## src/rtl/serial_frame_reader.sv

```systemverilog
// serial_frame_reader: captures a 1..STRB_MAX strobe frame from LANES serial lines, MSB- or LSB-first, with abort.
// Define READER_TIMEOUT_EN to close a frame early after TIMEOUT_CYCLES idle cycles in READ.
module serial_frame_reader #(
    parameter int MAX_BITS       = 32,
    parameter int LANES          = 1,
    parameter int TIMEOUT_CYCLES = 1024,
    localparam int STRB_MAX      = MAX_BITS / LANES,
    localparam int CW            = $clog2(STRB_MAX + 1),
    localparam int BW            = $clog2(MAX_BITS + 1)
) (
    input  logic                sys_clk,
    input  logic                rst,
    input  logic                start,
    input  logic [CW-1:0]       frame_len,
    input  logic                lsb_first,
    input  logic                abort,
    input  logic                read_sig,
    input  logic [LANES-1:0]    data_in,
    output logic [MAX_BITS-1:0] data_out,
    output logic [BW-1:0]       bit_count,
    output logic                busy,
    output logic                data_ready,
    output logic                done,
    output logic                timed_out
);
    typedef enum logic [1:0] {IDLE, READ, DONE} state_t;
    state_t              state_q;
    logic [CW-1:0]       len_q, cnt_q, cnt_d;
    logic                lsb_q, tmo_q, tmo_hit;
    logic [MAX_BITS-1:0] buf_q, buf_d;
    logic [LANES-1:0]    rev;

    // LSB-first frames OR each strobe into a buffer cleared at start; the earliest lane lands lowest.
    always_comb begin
        for (int j = 0; j < LANES; j++) rev[j] = data_in[LANES-1-j];
        cnt_d = cnt_q + 1'b1;
        buf_d = lsb_q ? (buf_q | (MAX_BITS'(rev) << (cnt_q * LANES)))
                      : ((buf_q << LANES) | MAX_BITS'(data_in));
    end

`ifdef READER_TIMEOUT_EN
    localparam int GW = $clog2(TIMEOUT_CYCLES + 1);
    logic [GW-1:0] gap_q;
    assign tmo_hit = (state_q == READ) && !read_sig && (gap_q == GW'(TIMEOUT_CYCLES - 1));
    always_ff @(posedge sys_clk) begin
        if (rst || state_q != READ || read_sig) gap_q <= '0;
        else gap_q <= gap_q + 1'b1;
    end
`else
    assign tmo_hit = 1'b0 & (TIMEOUT_CYCLES > 0);
`endif

    always_ff @(posedge sys_clk) begin
        if (rst) begin
            state_q    <= IDLE;
            len_q      <= '0;
            cnt_q      <= '0;
            lsb_q      <= 1'b0;
            tmo_q      <= 1'b0;
            buf_q      <= '0;
            data_out   <= '0;
            bit_count  <= '0;
            busy       <= 1'b0;
            data_ready <= 1'b0;
            done       <= 1'b0;
            timed_out  <= 1'b0;
        end else begin
            case (state_q)
                IDLE: begin
                    done <= 1'b0;
                    busy <= start;
                    if (start) begin
                        len_q      <= (frame_len == '0 || frame_len > CW'(STRB_MAX)) ? CW'(STRB_MAX) : frame_len;
                        lsb_q      <= lsb_first;
                        buf_q      <= '0;
                        cnt_q      <= '0;
                        tmo_q      <= 1'b0;
                        data_ready <= 1'b0;
                        timed_out  <= 1'b0;
                        state_q    <= READ;
                    end
                end
                READ: begin
                    if (abort) begin
                        busy    <= 1'b0;
                        state_q <= IDLE;
                    end else if (read_sig) begin
                        buf_q <= buf_d;
                        cnt_q <= cnt_d;
                        if (cnt_d == len_q) state_q <= DONE;
                    end else if (tmo_hit) begin
                        tmo_q   <= 1'b1;
                        state_q <= DONE;
                    end
                end
                DONE: begin
                    data_out   <= buf_q;
                    bit_count  <= BW'(cnt_q * LANES);
                    data_ready <= 1'b1;
                    done       <= 1'b1;
                    timed_out  <= tmo_q;
                    state_q    <= IDLE;
                end
                default: state_q <= IDLE;
            endcase
        end
    end
endmodule

```

## config.mk

```make
export PLATFORM = sky130hd
export DESIGN_NAME = serial_frame_reader
export DESIGN_NICKNAME = d
export VERILOG_FILES = /design/src/rtl/serial_frame_reader.sv
export SDC_FILE = /design/constraint.sdc
export NUM_CORES = 1
export LEC_CHECK = 0
export CAP_MARGIN = 15
export CORE_ASPECT_RATIO = 1.2
export CORE_MARGIN = 5
export CORE_UTILIZATION = 40
export DETAILED_ROUTE_END_ITERATION = 8
export PLACE_DENSITY = 0.58
export SLEW_MARGIN = 25
export SYNTH_ARGS = -nofsm -noshare
export SYNTH_HDL_FRONTEND = slang
export SYNTH_SLANG_ARGS = --single-unit
```

## constraint.sdc

```tcl
create_clock -name sys_clk -period 4.2 [get_ports sys_clk]
set_input_delay 1.26 -clock sys_clk [delete_from_list [all_inputs] [get_ports sys_clk]]
set_output_delay 1.26 -clock sys_clk [all_outputs]
set_load 0.02 [all_outputs]
```

==> results.md <==
- Run status: completed
- Vias/cell: 5.38
- Die footprint: 0.0119 mm²
- Leakage: 0.00148 µW
- Antenna cell count: 0
- Layout cells sized above 1: 0.0775
- Clock share of power: 0.421
- Worst-Margin Slew: 902 ps
- First-pass GRT wire length: 15600 µm
- Critical Path Start Type: input port
- Arrival time worst endpoint: 3130 ps
- Placed Cells incl. Taps: 625
- Critical Path RT: 4450 ps
- Seq/Total Area, Yosys: 0.448
- CP bufs+invs: 2
- Die extent in x: 100 µm
- Setup crit end kind: register
- CTS sink cnt: 88
- I/O pin total: 55
- Initial Util: 0.411
- Register share of total power: 0.496
- Fin crit share: 0.685
- Crit-path leading delay family: compound AO/OA/AOI/OAI gates
- VDD IR max: 0.164 mV
- CTS resizes: 0
- Syn Nets: 503
- Tmin final: 2880 ps
- Max Buffers Root-to-Sink: 2
- Number of global-route vias before repair: 3133
- Commonest non-fill, non-tap cells in the layout: nand2_1 (87), dfxtp_1 (87), a21oi_1 (85)
- Antenna violations before repair: 0
- Ys flop type: dfxtp_1
- Mapped Area: 0.00393 mm²
- Placer Congestion: 0.807
- Post-synth cell types: 47
- Clk pin slew, worst setup/hold paths: 60 ps
- Final setup violation count: 0
- CTS Buf Count: 9
- DRT Wirelength: 9380 µm
- Height of the die: 119 µm
- Total GRT Usage: 0.161
- Post-CTS Setup Inserts: 0
- Core Area: 0.00956 mm²
- P_sw: 430 µW
- RSZ-0062 raised after global routing: false
- CTS tree: yes
- DP Worst Slack: 970 ps
- Total grt overflow: 0
- Mapped Cells: 489
- Maxcap violations: 0
- FFs w/ async S/R, synth: 0
- DR iter-0 viols: 162
- Syn Area/Cell: 8.03 µm²
- First drt pass iteration count: 4
- Gate power share: 0.083
- Worst Skew: 3.75 ps
- Slew headroom: 0.399
- Crit-path max cell delay: 540 ps
- Synth warn: 0
- Crit-path max FO: 42
- DP HPWL: 6280 µm
- Drc violations: 0
- Worst hold-check slack: 450 ps
- Post-route ant nets: 0
- Root buffer cell: clkbuf_16
- Switching share of power: 0.238
- Hold Fails Final Rpt: 0
- Nets: 527
- H-tree depth: 3
- Worst min path class: reg -> reg
- IO buf count: 53
- Finished Layout Cells: 639
- Number of synthesized flops with an enable pin: 0
- PnR worst setup slack: 1320 ps
- Clk_lat worst skew: 340 ps
- Crit Path Category: in -> reg
- Slowest stage cell, crit path: a21oi_4
- Slew Viols, Final: 0
- Power Internal: 1380 µW
- F_max: 347 MHz
- Final setup TNS: 0 ps
- Row count: 39
- Synth Register Bits: 88
- Largest net degree at the start of global routing: 66
- Power per cell area: 380 mW/mm²
- Vias: 3438
- Area delta synth->final: 21.1%
- Post-CTS Hold Fix Bufs: 0
- Avg WL per Cell: 14.7 µm
- Worst-path cell chain: clkdlybuf4s50_1 > nand3b_1 > a21oi_4 > buf_12 > a21oi_1 > a211oi_1
flip-flops by register name (all words and copies together) (netlist names):
name / flops
cnt_q: 6
done: 1
bit_count: 6
len_q: 6
lsb_q: 1
busy: 1
data_ready: 1
state_q: 2
buf_q: 32
data_out: 32
path summary, 6_finish.rpt:
| path | startpoint | endpoint | slack, ps | depth (start not counted) |
|---|---|---|---|---|
| max reg2reg | cnt_q[0] | state_q[0] | 2130 | 6 |
| min | data_out[6] | data_out[6] | 450 | 2 |
| max | abort | buf_q[28] | 1320 | 6 |
| min reg2reg | data_out[6] | data_out[6] | 450 | 2 |
layout make-up:
class / count / area, µm²
Clock buffer: 10 / 229
Clock inverter: 4 / 47.5
Fill cell: 964 / 4810
Inverter: 1 / 3.75
Multi-Input combinational cell: 356 / 1980
Sequential cell: 88 / 1760
Tap cell: 123 / 154
Timing Repair Buffer: 57 / 583
per-stage QoR:
step | util | power [µW] | cell area, µm²
after floorplan | - | 1020 | 3930
final | 0.497 | 1810 | 4760
after CTS | 0.497 | 1830 | 4750
after global placement | 0.468 | 1060 | 4470
after detailed placement | 0.468 | 1070 | 4470
after global routing | 0.497 | 1890 | 4760
routing by layer:
layer  global-route usage  vias to the layer above  wire, µm
li1                     -                     1754         -
met1                0.208                     1607      4400
met2                0.259                       67      4460
met3               0.0436                       10       402
met4               0.0505                        0       119
met5                    0                        -         0
worst reg2reg max path, cell delays in order (launching register included):
cell and delay, ps:
dfxtp_1 580, ha_1 380, xnor2_1 150, mux2i_1 80, or3_1 400, o31ai_1 240
a21oi_1 90
cell families after synthesis:
family	Yosys count	synth area share
AO/OA/AOI/OAI	191	0.284
AND/OR/NAND/NOR	153	0.187
flip-flops	88	0.448
buffers and inverters	45	0.0529
XOR/XNOR	8	0.0178
multiplexers	2	0.00510
adder cells (fa/ha/maj)	1	0.00318
other	1	0.000954
synth_stat cells (all sizes together), types with 4 or more instances:
cell type	count	area share
a211oi	33	0.076
a21oi	86	0.11
buf	15	0.024
clkbuf	29	0.028
dfxtp	88	0.45
nand2	88	0.086
nand2b	11	0.019
nand3	4	0.0051
nor2	17	0.016
nor3b	9	0.018
o21ai	63	0.080
or3	5	0.0080
xnor2	6	0.013
power groups by stage:
stage	sequential (µW)	combinational, µW	clock (µW)
final	897	151	762
after global routing	902	168	817
after CTS	897	152	784
after detailed placement	915	151	0
after global placement	915	148	0
after floorplan	899	122	0
No activity file was read; power rests on OpenSTA's default activity.
